## src/rtl/alu_arb_pkg.sv

```systemverilog
// Shared constants and types for the two-requester ALU arbiter.
// Opcode encodings match the external ALU.
package alu_arb_pkg;

  localparam int NREQ   = 2;
  localparam int OPND_W = 8;
  localparam int RES_W  = 16;
  localparam int OP_W   = 3;

  typedef enum logic [OP_W-1:0] {
    OP_ADD  = 3'b000,
    OP_SUB  = 3'b001,
    OP_MUL  = 3'b010,
    OP_NOT  = 3'b011,
    OP_XOR  = 3'b100,
    OP_ABS  = 3'b101,
    OP_SUBH = 3'b110
  } alu_op_e;

  typedef struct packed {
    logic v;
    logic id;
  } tag_t;

endpackage

```

## src/rtl/alu_arbiter_if.sv

```systemverilog
// Requester, response and ALU-side signals of the arbiter.
// slave = arbiter side, master = environment side.
interface alu_arbiter_if;
  import alu_arb_pkg::*;

  logic [NREQ-1:0]        req_valid_i;
  logic [NREQ-1:0]        req_ready_o;
  logic [NREQ*OPND_W-1:0] req_a_i;
  logic [NREQ*OPND_W-1:0] req_b_i;
  logic [NREQ*OP_W-1:0]   req_inst_i;
  logic [NREQ-1:0]        rsp_valid_o;
  logic [NREQ-1:0]        rsp_ready_i;
  logic [NREQ*RES_W-1:0]  rsp_data_o;
  logic [OPND_W-1:0]      alu_a_o;
  logic [OPND_W-1:0]      alu_b_o;
  logic [OP_W-1:0]        alu_inst_o;
  logic [RES_W-1:0]       alu_data_i;

  modport slave (
    input  req_valid_i, req_a_i, req_b_i,
    input  req_inst_i, rsp_ready_i, alu_data_i,
    output req_ready_o, rsp_valid_o, rsp_data_o,
    output alu_a_o, alu_b_o, alu_inst_o
  );

  modport master (
    output req_valid_i, req_a_i, req_b_i,
    output req_inst_i, rsp_ready_i, alu_data_i,
    input  req_ready_o, rsp_valid_o, rsp_data_o,
    input  alu_a_o, alu_b_o, alu_inst_o
  );

endinterface

```

## src/rtl/alu_arb_fifo.sv

```systemverilog
// Per-requester result FIFO with occupancy count.
// Push and pop in one cycle both take effect, also when full.
module alu_arb_fifo #(
  parameter int DEPTH = 4,
  parameter int WIDTH = 16,
  parameter int CW    = $clog2(DEPTH + 1)
) (
  input  logic             clk_p_i,
  input  logic             reset_p_i,
  input  logic             push_i,
  input  logic [WIDTH-1:0] push_data_i,
  input  logic             pop_i,
  output logic             valid_o,
  output logic [WIDTH-1:0] data_o,
  output logic [CW-1:0]    count_o
);

  localparam int AW = $clog2(DEPTH);

  logic [WIDTH-1:0] mem_q [DEPTH];
  logic [WIDTH-1:0] mem_d [DEPTH];
  logic [AW-1:0]    rd_q, rd_d;
  logic [AW-1:0]    wr_q, wr_d;
  logic [CW-1:0]    cnt_q, cnt_d;
  logic             do_push, do_pop;

  function automatic logic [AW-1:0] inc(logic [AW-1:0] p);
    return (p == AW'(DEPTH - 1)) ? '0 : p + AW'(1);
  endfunction

  always_comb begin
    do_pop  = pop_i && (cnt_q != '0);
    do_push = push_i && ((cnt_q != CW'(DEPTH)) || do_pop);
    mem_d   = mem_q;
    rd_d    = rd_q;
    wr_d    = wr_q;
    cnt_d   = cnt_q;
    if (do_push) begin
      mem_d[wr_q] = push_data_i;
      wr_d        = inc(wr_q);
    end
    if (do_pop) rd_d = inc(rd_q);
    unique case ({do_push, do_pop})
      2'b10:   cnt_d = cnt_q + CW'(1);
      2'b01:   cnt_d = cnt_q - CW'(1);
      default: cnt_d = cnt_q;
    endcase
  end

  always_ff @(posedge clk_p_i) begin
    if (reset_p_i) begin
      rd_q  <= '0;
      wr_q  <= '0;
      cnt_q <= '0;
    end else begin
      rd_q  <= rd_d;
      wr_q  <= wr_d;
      cnt_q <= cnt_d;
    end
  end

  always_ff @(posedge clk_p_i) begin
    mem_q <= mem_d;
  end

  assign valid_o = (cnt_q != '0);
  assign data_o  = valid_o ? mem_q[rd_q] : '0;
  assign count_o = cnt_q;

endmodule

```

## src/rtl/alu_arbiter.sv

```systemverilog
// Two-requester arbiter in front of a pipelined ALU with result FIFOs.
// Define ALU_ARB_RR_EN for round-robin; default is fixed priority to req 0.
module alu_arbiter
  import alu_arb_pkg::*;
#(
  parameter int FIFO_DEPTH = 4,
  parameter int ALU_LAT    = 2
) (
  input logic          clk_p_i,
  input logic          reset_p_i,
  alu_arbiter_if.slave bus
);

  localparam int CW = $clog2(FIFO_DEPTH + 1);
  localparam int SW = $clog2(FIFO_DEPTH + ALU_LAT + 1);

  tag_t            tag_q [ALU_LAT];
  tag_t            tag_d [ALU_LAT];
  tag_t            tag_out;
  logic [CW-1:0]   cnt  [NREQ];
  logic [SW-1:0]   infl [NREQ];
  logic [RES_W-1:0] head [NREQ];
  logic [NREQ-1:0] elig;
  logic [NREQ-1:0] gnt;
  logic [NREQ-1:0] push;
  logic [NREQ-1:0] fvalid;

  // Credit covers buffered results plus those still in the ALU.
  always_comb begin
    for (int n = 0; n < NREQ; n++) begin
      infl[n] = '0;
      for (int s = 0; s < ALU_LAT; s++)
        if (tag_q[s].v && (tag_q[s].id == 1'(n)))
          infl[n] = infl[n] + SW'(1);
      elig[n] = bus.req_valid_i[n] && !reset_p_i &&
                ((SW'(cnt[n]) + infl[n]) < SW'(FIFO_DEPTH));
    end
  end

`ifdef ALU_ARB_RR_EN
  logic last_q, last_d;

  always_comb begin
    gnt[0] = elig[0] && (!elig[1] || last_q);
    gnt[1] = elig[1] && (!elig[0] || !last_q);
    last_d = (|gnt) ? gnt[1] : last_q;
  end

  always_ff @(posedge clk_p_i) begin
    if (reset_p_i) last_q <= 1'b1;
    else           last_q <= last_d;
  end
`else
  always_comb begin
    gnt[0] = elig[0];
    gnt[1] = elig[1] && !elig[0];
  end
`endif

  assign bus.req_ready_o = gnt;

  always_comb begin
    bus.alu_a_o    = '0;
    bus.alu_b_o    = '0;
    bus.alu_inst_o = OP_ADD;
    unique case (1'b1)
      gnt[0]: begin
        bus.alu_a_o    = bus.req_a_i[0 +: OPND_W];
        bus.alu_b_o    = bus.req_b_i[0 +: OPND_W];
        bus.alu_inst_o = bus.req_inst_i[0 +: OP_W];
      end
      gnt[1]: begin
        bus.alu_a_o    = bus.req_a_i[OPND_W +: OPND_W];
        bus.alu_b_o    = bus.req_b_i[OPND_W +: OPND_W];
        bus.alu_inst_o = bus.req_inst_i[OP_W +: OP_W];
      end
      default: ;
    endcase
  end

  always_comb begin
    tag_d[0] = '{v: |gnt, id: gnt[1]};
    for (int s = 1; s < ALU_LAT; s++)
      tag_d[s] = tag_q[s-1];
  end

  // Clearing the tags on reset drops results of older issues.
  always_ff @(posedge clk_p_i) begin
    if (reset_p_i) begin
      for (int s = 0; s < ALU_LAT; s++)
        tag_q[s] <= '0;
    end else begin
      tag_q <= tag_d;
    end
  end

  assign tag_out = tag_q[ALU_LAT-1];

  always_comb begin
    for (int n = 0; n < NREQ; n++)
      push[n] = tag_out.v && (tag_out.id == 1'(n));
  end

  for (genvar n = 0; n < NREQ; n++) begin : g_fifo
    alu_arb_fifo #(
      .DEPTH (FIFO_DEPTH),
      .WIDTH (RES_W),
      .CW    (CW)
    ) u_fifo (
      .clk_p_i     (clk_p_i),
      .reset_p_i   (reset_p_i),
      .push_i      (push[n]),
      .push_data_i (bus.alu_data_i),
      .pop_i       (bus.rsp_ready_i[n]),
      .valid_o     (fvalid[n]),
      .data_o      (head[n]),
      .count_o     (cnt[n])
    );
  end

  assign bus.rsp_valid_o = fvalid;
  assign bus.rsp_data_o  = {head[1], head[0]};

endmodule

```

## src/flat_wrapper.sv

```systemverilog
// flat-port wrapper written by rule: the top's interface ports become plain ports
module alu_arbiter_flat import alu_arb_pkg::*;
#(
  parameter int FIFO_DEPTH = 4,
  parameter int ALU_LAT    = 2
)
  (clk_p_i, reset_p_i, bus_req_valid_i, bus_req_a_i, bus_req_b_i, bus_req_inst_i, bus_rsp_ready_i, bus_alu_data_i, bus_req_ready_o, bus_rsp_valid_o, bus_rsp_data_o, bus_alu_a_o, bus_alu_b_o, bus_alu_inst_o);
  alu_arbiter_if bus_i ();
  input logic clk_p_i;
  input logic reset_p_i;
  input wire logic [$bits(bus_i.req_valid_i)-1:0] bus_req_valid_i;
  input wire logic [$bits(bus_i.req_a_i)-1:0] bus_req_a_i;
  input wire logic [$bits(bus_i.req_b_i)-1:0] bus_req_b_i;
  input wire logic [$bits(bus_i.req_inst_i)-1:0] bus_req_inst_i;
  input wire logic [$bits(bus_i.rsp_ready_i)-1:0] bus_rsp_ready_i;
  input wire logic [$bits(bus_i.alu_data_i)-1:0] bus_alu_data_i;
  output wire logic [$bits(bus_i.req_ready_o)-1:0] bus_req_ready_o;
  output wire logic [$bits(bus_i.rsp_valid_o)-1:0] bus_rsp_valid_o;
  output wire logic [$bits(bus_i.rsp_data_o)-1:0] bus_rsp_data_o;
  output wire logic [$bits(bus_i.alu_a_o)-1:0] bus_alu_a_o;
  output wire logic [$bits(bus_i.alu_b_o)-1:0] bus_alu_b_o;
  output wire logic [$bits(bus_i.alu_inst_o)-1:0] bus_alu_inst_o;
  assign bus_i.req_valid_i = bus_req_valid_i;
  assign bus_i.req_a_i = bus_req_a_i;
  assign bus_i.req_b_i = bus_req_b_i;
  assign bus_i.req_inst_i = bus_req_inst_i;
  assign bus_i.rsp_ready_i = bus_rsp_ready_i;
  assign bus_i.alu_data_i = bus_alu_data_i;
  assign bus_req_ready_o = bus_i.req_ready_o;
  assign bus_rsp_valid_o = bus_i.rsp_valid_o;
  assign bus_rsp_data_o = bus_i.rsp_data_o;
  assign bus_alu_a_o = bus_i.alu_a_o;
  assign bus_alu_b_o = bus_i.alu_b_o;
  assign bus_alu_inst_o = bus_i.alu_inst_o;
  alu_arbiter #(.FIFO_DEPTH(FIFO_DEPTH), .ALU_LAT(ALU_LAT)) u_core (.clk_p_i(clk_p_i), .reset_p_i(reset_p_i), .bus(bus_i));
endmodule
```

## config.mk

```make
export PLATFORM = sky130hd
export DESIGN_NAME = alu_arbiter_flat
export DESIGN_NICKNAME = d
export VERILOG_FILES = /design/src/rtl/alu_arb_pkg.sv /design/src/rtl/alu_arbiter_if.sv /design/src/rtl/alu_arb_fifo.sv /design/src/rtl/alu_arbiter.sv /design/src/flat_wrapper.sv
export SDC_FILE = /design/constraint.sdc
export NUM_CORES = 1
export LEC_CHECK = 0
export CAP_MARGIN = 15
export CORE_MARGIN = 1.5
export CORE_UTILIZATION = 58
export CTS_CLUSTER_DIAMETER = 80
export CTS_CLUSTER_SIZE = 28
export DETAILED_ROUTE_END_ITERATION = 7
export PLACE_DENSITY = 0.88
export SYNTH_ARGS = -nofsm -noshare
export SYNTH_HDL_FRONTEND = slang
export SYNTH_SLANG_ARGS = --single-unit
```

## constraint.sdc

```tcl
create_clock -name clk_p_i -period 7.1 [get_ports clk_p_i]
set_input_delay 2.13 -clock clk_p_i [delete_from_list [all_inputs] [get_ports clk_p_i]]
set_output_delay 2.13 -clock clk_p_i [all_outputs]
set_load 0.05 [all_outputs]
```

# == Word-level counts from Yosys, hierarchy flattened ==
# Cells that the tools add are included.
# totals
ff_bits,146
in_bits,60
out_inout_bits,55
elab_cells,105
# classes
add_sub_neg,12
magnitude_cmp,8
n_eq_ne,10
muxes,27
n_bitwise,6
n_reduce_logical,24
# op_table
cell,n
$bwmux 64,2
$mux 16,8
$bmux 16 s2,2
$demux 16 s2,2
$pmux 8 s2,2
$pmux 3 s2,3
$logic_and 1x1->1,15
$eq 2x2->1 const B,6
$ge 3x3->1 const B,4
$not 2->3,4
$add 2x1->2 const B,4
$mux 2,4
$add 3x1->3 const B,2
$add 3x3->3,2
$lt 3x1->1 const B,2
$lt 3x3->1 const B,2
$mux 3,2
$ne 3x3->1 const B,2
$reduce_bool 3->1,2
$sub 3x1->3 const B,2
$add 1x1->2 const B,2
$eq 2x1->1 const B,2
$reduce_bool 2->1,2
$logic_not 1->1,2
other kinds (4),7

# == Depth between registers and ports, before layout ==
# Gate-level depths: netlist of run 1.
# depth
word_depth,11
depth_mapped,9
ltp_nobuf,9

# == By module ==
# From an unflattened synthesis of run 1, not the netlist that was laid out.
# unflattened
hier_cells,420
hier_area_um2,6935.4
# by_module_without_submodules
module,instances,cells_each,area_each_um2
alu_arb_fifo,2,151,2885.3
alu_arbiter,1,118,1164.9

# == Worst setup path before layout of run 1 ==
# Ideal clock, no wire load.
# synth_path
kind,input port to output port
from,input reset_p_i
to,output bus_alu_a_o[5]
arrival_time_ns,3.275
required_time_ns,4.970
path_slack_ns,1.695
stages,5
n_path_buf,2
cell_sequence,buf_6 -> clkbuf_2 -> or4bb_1 -> mux2i_1 -> mux2_2
# synth_via
elab_chain_cells,6
elab_cells_between_ends,8
cone_classes,mux (1); reduce/logical (7)
# synth_rtl
item,line_no,rtl
from (decl),flat_wrapper.sv:10,input logic reset_p_i;
$logic_not 1->1 *,alu_arbiter.sv:35,elig[n] = bus.req_valid_i[n] && !reset_p_i &&
$logic_and 1x1->1 (2 in series),alu_arbiter.sv:35,
$logic_not 1->1,alu_arbiter.sv:56,gnt[1] = elig[1] && !elig[0];
$logic_and 1x1->1,alu_arbiter.sv:56,
$pmux 8 s2 *,alu_arbiter.sv:66,unique case (1'b1)
to (decl),flat_wrapper.sv:20,output wire logic [$bits(bus_i.alu_a_o)-1:0] bus_alu_a_o;
# Mark *: on every way between the ends. The rest lies on a longest branch, timed or not.

# == Worst setup path after layout of run 1 ==
# layout_path
from,input reset_p_i
to,output bus_alu_a_o[3]
# The elaborated chain is that of the path after synthesis.

==> impl_metrics.py, run 1 <==
metrics = {
    "hold_path": {
        "hold_path_class": "register to register",
    },
    "drt": {
        "detailedRoute.firstPassIterationCount": 5,
        "wl_per_cell_um": 21.1,
        "num_vias": 4170,
        "drt_iter0_markers": 334,
        "route.antenna.remaining_nets": 0,
        "drcViolationCount": 0,
        "routed_wl_mm": 14.6,
        "vias_per_cell": 6.01,
    },
    "cells_and_area": {
        "syn_to_layout_area_delta_pct": 26.0,
        "diodes": 0,
        "multi_input_comb_area_um2": 2420,
        "post_route_design_area_um2": 8650,
        "post_layout_nets": 616,
        "ff_latch_area_um2": 4200,
        "fillers": 645,
        "fraction_of_final_layout_cells_with_drive_strength_greater_than_1_pct": 20.9,
    },
    "critical_path": {
        "max_fanout_on_critical_path": 22,
        "crit_path_start_kind": "primary input",
        "critPathRequiredTime_ns": 4.97,
        "cp_data_arrival_time_ns": 4.07,
        "timing.critical_path.to_type": "primary output",
        "criticalPathCategory": "primary input to primary output",
    },
    "synthesis": {
        "synth.avg_cell_area_um2": 16.1,
        "dominantRegCellSynth": "edfxtp_1",
        "synth_seq_cells": 146,
        "synth.cell_area_um2": 6870,
        "synth.yosys.warnings": 0,
        "post_synth_inst_count": 426,
        "synth-edff-count": 128,
        "synthDistinctLibCells": 39,
        "synth_seq_area_share_pct": 61.2,
        "asyncSetResetFlopFracSynth_pct": 0,
        "postSynthNetCount": 504,
    },
    "run_status": {
        "status": "finished clean",
    },
    "timing": {
        "timing.final.crit_share_pct": 87.3,
        "pin_slew_with_the_least_headroom_to_its_limit_ns": 1.01,
        "final-hold-violation-count": 0,
        "setup_viol": 0,
        "finalClockSkew_ns": 0.00672,
        "post-route-min-period_ns": 6.20,
        "timing.final.max_slew_violations": 0,
        "rsz0062_at_grt": "false",
        "maxSlewHeadroom_pct": 32.3,
        "max_freq_mhz": 161,
        "finalSetupTns_ns": 0,
    },
    "flow_run": {
        "maxCapViolations": 0,
    },
    "pwr": {
        "power.static_leakage_nw": 3.14,
        "worst_ir_drop_vdd_v": 0.000234,
        "power.density_cell_area_nw_per_um2": 291,
    },
    "clock_network": {
        "cts.repair_timing.setup_buffer_count": 0,
        "post_cts_resize_count": 0,
        "cts_root_buf": "clkbuf_16",
        "cts_tree": "built",
        "clk_transition_reported_paths_ns": 0.06,
        "htreeDepth": 4,
        "clock_sinks": 146,
        "worst_case_clock_buffer_depth": 2,
        "cts_made_buffers": 17,
        "post_cts_hold_buffer_count": 0,
        "clock_insertion_delay_worst_skew_ns": 0.42,
    },
    "global_route": {
        "grt_first_pass_wirelength_mm": 22.9,
        "antenna_found_initial": 0,
        "first_global_vias": 4414,
        "global_router_s_overall_resource_usage_pct": 24.7,
        "pin_count_of_the_biggest_net_entering_global_routing": 45,
        "globalRoute.totalOverflow": 0,
    },
    "die": {
        "design.core.area_um2": 11500,
        "design.die.area_um2": 12500,
        "die_height_um": 112,
        "die_x_um": 112,
        "initial_utilization_pct": 59.9,
        "boundaryPins": 115,
        "rows": 39,
    },
    "placement": {
        "placedInstanceArea_um2": 8080,
        "placement.io_buffers": 114,
        "place_hpwl_mm": 8.90,
        "gp_congestion": 0.734,
    },
}
-- through the flow --
step / setup slack [ns] / hold slack (ns) / utilization, % / cells / total power, mW
finish: 0.904 / 0.474 / 75.5 / 694 / 2.52
global route: 0.799 / 0.496 / 75.5 / 694 / 2.59
CTS: 0.901 / 0.479 / 75.5 / 694 / 2.53
detailed placement: 0.907 / 0.471 / 70.4 / 662 / 1.66
global placement: 0.943 / 0.456 / 70.4 / 662 / 1.65
floorplan: 1.69 / 0.444 / - / 426 / 1.45
-- Yosys cell counts (3+ instances only) --
cell type	n	share of area [%]
or3_1	4	0.36
o21ai_0	6	0.44
inv_1	19	1.0
nor2_1	10	0.55
and2b_1	13	1.4
xor2_1	5	0.64
buf_2	11	0.80
nor2b_1	23	2.1
edfxtp_1	128	56
ha_1	16	2.9
buf_4	8	0.87
nand4b_1	19	2.4
mux2_2	19	3.1
a21oi_1	10	0.73
buf_6	3	0.49
dfxtp_1	18	5.2
nand4bb_1	3	0.49
or4bb_1	16	2.6
mux4_2	32	10
clkbuf_1	7	0.38
nand2_1	3	0.16
and2_1	9	0.82
mux2i_1	21	3.1
-- worst paths after layout --
| kind | start | to | slack (ns) | cells after the start |
|---|---|---|---|---|
| max reg2reg | u_core.g_fifo[1].u_fifo.count_o[2] | u_core.g_fifo[1].u_fifo.count_o[2] | 4.24 | 10 |
| min | u_core.tag_d[1] | u_core.tag_out[1] | 0.47 | 1 |
| max | reset_p_i | bus_alu_a_o[3] | 0.90 | 6 |
| min reg2reg | u_core.tag_d[1] | u_core.tag_out[1] | 0.47 | 1 |
-- critical path: stages --
cell and delay [ns]:
clkdlybuf4s50_1 0.67, and3b_2 0.26, mux2i_2 0.14, buf_4 0.29, mux2_2 0.38, buf_4 0.19
-- layout by cell type, fill, tap and decap left out, types with 6 or more instances in the layout --
master and count:
and2b_1 13, mux4_2 32, ha_1 16, and2_1 9
or4bb_1 16, mux2_2 19, clkdlybuf4s50_1 93, nor2_1 10
edfxtp_1 128, a21oi_1 10, clkinv_2 6, o21ai_0 6
nor2b_1 23, dfxtp_1 18, mux2i_1 21, inv_1 19
clkbuf_16 17, buf_4 28, nand4b_1 19
-- power by group --
group          total [mW]  leakage (nW)  internal (mW)  switching, mW
Sequential          0.988          1.30          0.958         0.0297
Clock               0.875         0.285          0.547          0.328
Combinational       0.656          1.55          0.264          0.392
-- sequential cells by signal, indices dropped and copies added (netlist names) --
name and flops:
u_core.g_fifo.u_fifo.rd_q 4, u_core.tag_d 2, u_core.g_fifo.u_fifo.count_o 6, u_core.tag_out 2, u_core.g_fifo.u_fifo.mem_q 128, u_core.g_fifo.u_fifo.wr_q 4
-- kinds of logic after synthesis --
logic type	count (synthesis)	share of synthesized area [%]
flops	146	61.2
fa+ha+maj	18	3.50
compound gates	21	1.68
xor+xnor	5	0.638
buf+inv	50	3.72
simple gates	113	12.4
mux	73	16.9
-- routing by layer --
layer,global-route usage [%],part of all wire (%)
met4,9.45,1.4
met3,6.37,7.4
met5,0,0
met2,45.3,54
met1,27.5,37
-- cell type report --
type / count / share of cell area (%)
clock buffers: 20 / 5.05
clock inverters: 12 / 1.62
inverters: 19 / 0.824
multi-input cells: 230 / 28.0
flip-flops and latches: 146 / 48.6
well taps: 143 / 2.07
repair buffers: 124 / 13.9
(Power assumes the default switching activity.)
==> run 2: changes to the inputs <==
CORE_UTILIZATION = 59   (was 58)
CTS_BUF_LIST = sky130_fd_sc_hd__clkbuf_2 sky130_fd_sc_hd__clkbuf_4 sky130_fd_sc_hd__clkbuf_8   (was unset)
PLACE_DENSITY = 0.89   (was 0.88)
SKIP_LAST_GASP = 1   (was unset)
==> impl_metrics.py, run 2 (synthesized netlist as in run 1, its figures left out) <==
metrics = {
    "timing": {
        "maxSlewHeadroom_pct": 35.4,
        "pin_slew_with_the_least_headroom_to_its_limit_ns": 0.968,
        "finalSetupTns_ns": 0,
        "final_critical_path_setup_slack_ns": 0.731,
        "worst_hold_margin_ns": 0.478,
        "timing.final.crit_share_pct": 89.7,
        "setup_viol": 0,
        "finalClockSkew_ns": 0.0108,
        "rsz0062_at_grt": "false",
        "post-route-min-period_ns": 6.37,
        "final-hold-violation-count": 0,
        "timing.final.max_slew_violations": 0,
        "max_freq_mhz": 157,
    },
    "cells_and_area": {
        "layout.cells.most_common_list": "edfxtp_1 (128), clkdlybuf4s50_1 (93), mux4_2 (32), buf_4 (28), nor2b_1 (23)",
        "finish.utilization_pct": 74.4,
        "diodes": 0,
        "post_layout_nets": 616,
        "largest_register": "u_core.g_fifo.u_fifo.mem_q",
        "largest_register_ffs": 128,
        "mostFrequentLayoutCell": "edfxtp_1",
        "stdcell_count": 694,
        "fraction_of_final_layout_cells_with_drive_strength_greater_than_1_pct": 21.4,
        "post_route_design_area_um2": 8460,
        "syn_to_layout_area_delta_pct": 23.2,
    },
    "global_route": {
        "antenna_found_initial": 0,
        "pin_count_of_the_biggest_net_entering_global_routing": 45,
        "globalRoute.totalOverflow": 0,
        "grt_first_pass_wirelength_mm": 21.6,
        "global_router_s_overall_resource_usage_pct": 23.1,
        "first_global_vias": 4192,
    },
    "die": {
        "boundaryPins": 115,
        "die_x_um": 111,
        "design.die.area_um2": 12300,
        "die_height_um": 111,
        "rows": 39,
        "design.core.area_um2": 11400,
        "initial_utilization_pct": 60.4,
    },
    "clock_network": {
        "cts_tree": "built",
        "post_cts_resize_count": 0,
        "clock_insertion_delay_worst_skew_ns": 0.44,
        "cts_root_buf": "clkbuf_8",
        "cts.repair_timing.setup_buffer_count": 0,
        "htreeDepth": 4,
        "cts_made_buffers": 17,
        "clock_sinks": 146,
        "clk_transition_reported_paths_ns": 0.07,
        "worst_case_clock_buffer_depth": 2,
        "post_cts_hold_buffer_count": 0,
    },
    "drt": {
        "routed-wl-met3_um": 952,
        "wl_met1_mm": 5.21,
        "vias_per_cell": 5.87,
        "routed_wl_mm": 13.6,
        "highest_layer": "met4",
        "wl_per_cell_um": 19.6,
        "routed-wl-met2_mm": 7.29,
        "drcViolationCount": 0,
        "drt_iter0_markers": 312,
        "route.antenna.remaining_nets": 0,
        "num_vias": 4073,
        "detailedRoute.firstPassIterationCount": 5,
    },
    "critical_path": {
        "cp_data_arrival_time_ns": 4.24,
        "criticalPathCategory": "primary input to primary output",
        "reg2reg_to": "u_core.g_fifo[1].u_fifo.count_o[2]",
        "max_fanout_on_critical_path": 23,
        "timing.critical_path.to_type": "primary output",
        "crit_start": "bus_req_valid_i[1]",
        "worst_r2r_path_depth": 10,
        "critPathRequiredTime_ns": 4.97,
        "cp-endpoint": "bus_alu_inst_o[1]",
        "worst-r2r-setup-slack_ns": 4.07,
        "crit-reg2reg-launch": "u_core.g_fifo[1].u_fifo.count_o[2]",
        "crit_path_start_kind": "primary input",
    },
    "pwr": {
        "worst_ir_drop_vdd_v": 0.000196,
        "power.static_leakage_nw": 3.06,
        "power.density_cell_area_nw_per_um2": 266,
        "overall_power_after_layout_mw": 2.25,
    },
    "placement": {
        "placedInstanceArea_um2": 8040,
        "post-place-cells": 660,
        "gp_congestion": 0.708,
        "placement.io_buffers": 114,
        "place_hpwl_mm": 9.06,
        "post-place-ws_ns": 0.740,
    },
    "run_status": {
        "status": "finished clean",
    },
    "hold_path": {
        "timing.hold.worst_path_depth": 1,
        "hold_path_class": "register to register",
    },
    "flow_run": {
        "maxCapViolations": 0,
    },
}
==> run 2: cell count changes in the layout (fill, tap and decap cells not counted), moves of 2 or more <==
cell / change
clkbuf_8: +21
clkbuf_4: +6
clkbuf_1: -3
clkbuf_16: -17
buf_12: -2
bufinv_16: -2
clkinv_2: -4
==> run 2: worst min path at each step <==
stage / from / slack (ns) / endpoint
CTS: u_core.tag_d[0] / 0.48 / u_core.tag_out[0]
detailed placement: u_core.tag_d[0] / 0.47 / u_core.tag_out[0]
floorplan: u_core.tag_d[1] / 0.44 / u_core.tag_out[1]
global route: u_core.tag_d[0] / 0.50 / u_core.tag_out[0]
global placement: u_core.tag_d[1] / 0.45 / u_core.tag_out[1]
finish: u_core.tag_d[0] / 0.48 / u_core.tag_out[0]
==> run 2: per-layer routing <==
layer | up-vias | global-route usage [%]
met5 | - | 0
met4 | 0 | 6.75
met3 | 13 | 5.36
met2 | 185 | 41.2
met1 | 1998 | 28.1
li1 | 1877 | -
==> run 2: area by class of cell <==
| cell class | count | area (um2) |
|---|---|---|
| clock inverter | 5 | 51.3 |
| sequential | 146 | 4200 |
| inverter | 19 | 71.3 |
| tap | 143 | 179 |
| fill | 658 | 2910 |
| clock buffer | 27 | 334 |
| timing repair buffer | 124 | 1200 |
| multi-input combinational | 230 | 2420 |
==> run 2: power breakdown <==
group	leakage (nW)	switching (mW)	total [mW]	internal [mW]
logic	1.55	0.397	0.661	0.264
clock network	0.202	0.277	0.613	0.336
registers	1.30	0.0226	0.979	0.957
==> run 2: worst max-delay path, cell delays in order <==
cell             delay [ns]
clkdlybuf4s50_1        0.78
buf_4                  0.32
or4bb_1                0.50
mux2i_1                0.15
mux2_2                 0.17
buf_4                  0.19
==> run 3: changes to the inputs <==
CORE_UTILIZATION = 55   (was 59)
PLACE_DENSITY = 0.84   (was 0.89)
clock period = 6.25 ns   (was 7.1 ns; I/O delays follow)
==> impl_metrics.py, run 3 (synthesized netlist as in run 1, its figures left out) <==
metrics = {
    "drt": {
        "num_vias": 4038,
        "route.antenna.remaining_nets": 0,
        "detailedRoute.firstPassIterationCount": 5,
        "wl_per_cell_um": 18.1,
        "vias_per_cell": 5.61,
        "routed_wl_mm": 13.0,
        "drt_iter0_markers": 283,
        "drcViolationCount": 0,
    },
    "timing": {
        "final-hold-violation-count": 0,
        "post-route-min-period_ns": 5.61,
        "pin_slew_with_the_least_headroom_to_its_limit_ns": 1.01,
        "finalSetupTns_ns": 0,
        "timing.final.crit_share_pct": 89.7,
        "rsz0062_at_grt": "false",
        "worst_hold_margin_ns": 0.475,
        "max_freq_mhz": 178,
        "setup_viol": 0,
        "timing.final.max_slew_violations": 0,
        "maxSlewHeadroom_pct": 32.6,
        "finalClockSkew_ns": 0.00989,
    },
    "clock_network": {
        "post_cts_resize_count": 0,
        "cts.repair_timing.setup_buffer_count": 0,
        "worst_case_clock_buffer_depth": 2,
        "clock_sinks": 146,
        "htreeDepth": 4,
        "post_cts_hold_buffer_count": 0,
        "cts_root_buf": "clkbuf_8",
        "cts_tree": "built",
        "clock_insertion_delay_worst_skew_ns": 0.44,
        "cts_made_buffers": 17,
        "clk_transition_reported_paths_ns": 0.08,
    },
    "critical_path": {
        "crit_start": "reset_p_i",
        "buf_inv_stages_crit_path": 4,
        "crit_path_start_kind": "primary input",
        "reg2reg_to": "u_core.g_fifo[1].u_fifo.count_o[2]",
        "worst-path-stages": 7,
        "cp-endpoint": "bus_alu_b_o[2]",
        "critical-path-top-cell-by-count": "buf_4",
        "slowest_cell_delay_on_critical_path_ns": 0.51,
        "critPathRequiredTime_ns": 4.38,
        "crit_slowest_cell": "clkdlybuf4s50_1",
        "worst_r2r_path_depth": 10,
        "worst-r2r-setup-slack_ns": 3.32,
        "max_fanout_on_critical_path": 22,
        "criticalPathCategory": "primary input to primary output",
        "crit_family": "buffers and inverters",
        "crit-reg2reg-launch": "u_core.g_fifo[1].u_fifo.count_o[2]",
        "cp_data_arrival_time_ns": 3.73,
        "timing.critical_path.to_type": "primary output",
        "critical_path.cell_chain": "clkdlybuf4s50_1, buf_4, nor3b_1, mux2i_2, buf_4, mux2_2, buf_4",
    },
    "placement": {
        "placedInstanceArea_um2": 8100,
        "place_hpwl_mm": 8.55,
        "gp_congestion": 0.731,
        "placement.io_buffers": 114,
    },
    "pwr": {
        "power.combinational.fraction_pct": 28.9,
        "worst_ir_drop_vdd_v": 0.000138,
        "power.density_cell_area_nw_per_um2": 302,
        "netSwitchingPower_mw": 0.816,
        "power_report.internal_total_mw": 1.75,
        "power.static_leakage_nw": 3.04,
        "seq_pwr_share_pct": 43.5,
        "sw_frac_of_total_pct": 31.8,
        "pwr-share-clk_pct": 27.6,
    },
    "cells_and_area": {
        "diodes": 0,
        "largest_register": "u_core.g_fifo.u_fifo.mem_q",
        "largest_register_ffs": 128,
        "mostFrequentLayoutCell": "edfxtp_1",
        "syn_to_layout_area_delta_pct": 23.6,
        "fraction_of_final_layout_cells_with_drive_strength_greater_than_1_pct": 21.7,
        "post_layout_nets": 617,
        "layout.cells.most_common_list": "edfxtp_1 (128), clkdlybuf4s50_1 (93), mux4_2 (32), buf_4 (30), nor2b_1 (23)",
        "post_route_design_area_um2": 8490,
    },
    "global_route": {
        "global_router_s_overall_resource_usage_pct": 21.2,
        "antenna_found_initial": 0,
        "globalRoute.totalOverflow": 0,
        "first_global_vias": 4055,
        "grt_first_pass_wirelength_mm": 20.5,
        "pin_count_of_the_biggest_net_entering_global_routing": 45,
    },
    "hold_path": {
        "hold_path_class": "register to register",
        "worstHoldStart": "u_core.tag_d[1]",
    },
    "die": {
        "design.die.area_um2": 13200,
        "design.core.area_um2": 12100,
        "rows": 40,
        "die_height_um": 115,
        "boundaryPins": 115,
        "die_x_um": 115,
        "initial_utilization_pct": 56.7,
    },
    "run_status": {
        "status": "finished clean",
    },
    "flow_run": {
        "maxCapViolations": 0,
    },
}
run 3: how the worst min path moves through the flow:
stage                     cells after the start                 to  slack, ns
after global placement                        1  u_core.tag_out[1]       0.46
after global routing                          1  u_core.tag_out[1]       0.49
after floorplan                               1  u_core.tag_out[1]       0.44
final                                         1  u_core.tag_out[1]       0.48
after detailed placement                      1  u_core.tag_out[1]       0.46
after CTS                                     1  u_core.tag_out[1]       0.48
run 3: per-stage QoR:
stage,total power [mW],setup slack [ns],util [%],instances
floorplan,1.64,1.35,-,426
global placement,1.87,0.681,66.9,688
detailed placement,1.88,0.640,66.9,688
CTS,2.58,0.638,70.1,720
global route,2.65,0.543,70.1,720
finish,2.56,0.644,70.1,720
run 3: layout make-up:
| type | count | area, um2 |
|---|---|---|
| sequential | 146 | 4200 |
| fill | 798 | 3620 |
| multi-input combinational | 230 | 2420 |
| timing repair buffer | 125 | 1200 |
| clock buffer | 18 | 248 |
| tap | 168 | 210 |
| clock inverter | 14 | 140 |
| inverter | 19 | 71.3 |
run 3: power by group through the flow:
stage	sequential, mW	combinational [mW]	clock (mW)
after detailed placement	1.14	0.747	0
after CTS	1.11	0.749	0.719
after global routing	1.12	0.781	0.753
final	1.11	0.741	0.706
after global placement	1.13	0.735	0
after floorplan	1.12	0.521	0
run 3: per-layer routing:
metal,part of all wire [%],vias up,global-route usage (%),routed length [um]
li1,-,1872,-,-
met1,40,1978,25.8,5220
met2,51,170,35.9,6590
met3,7.4,18,5.90,965
met4,1.8,0,8.81,238
met5,0,-,0,0
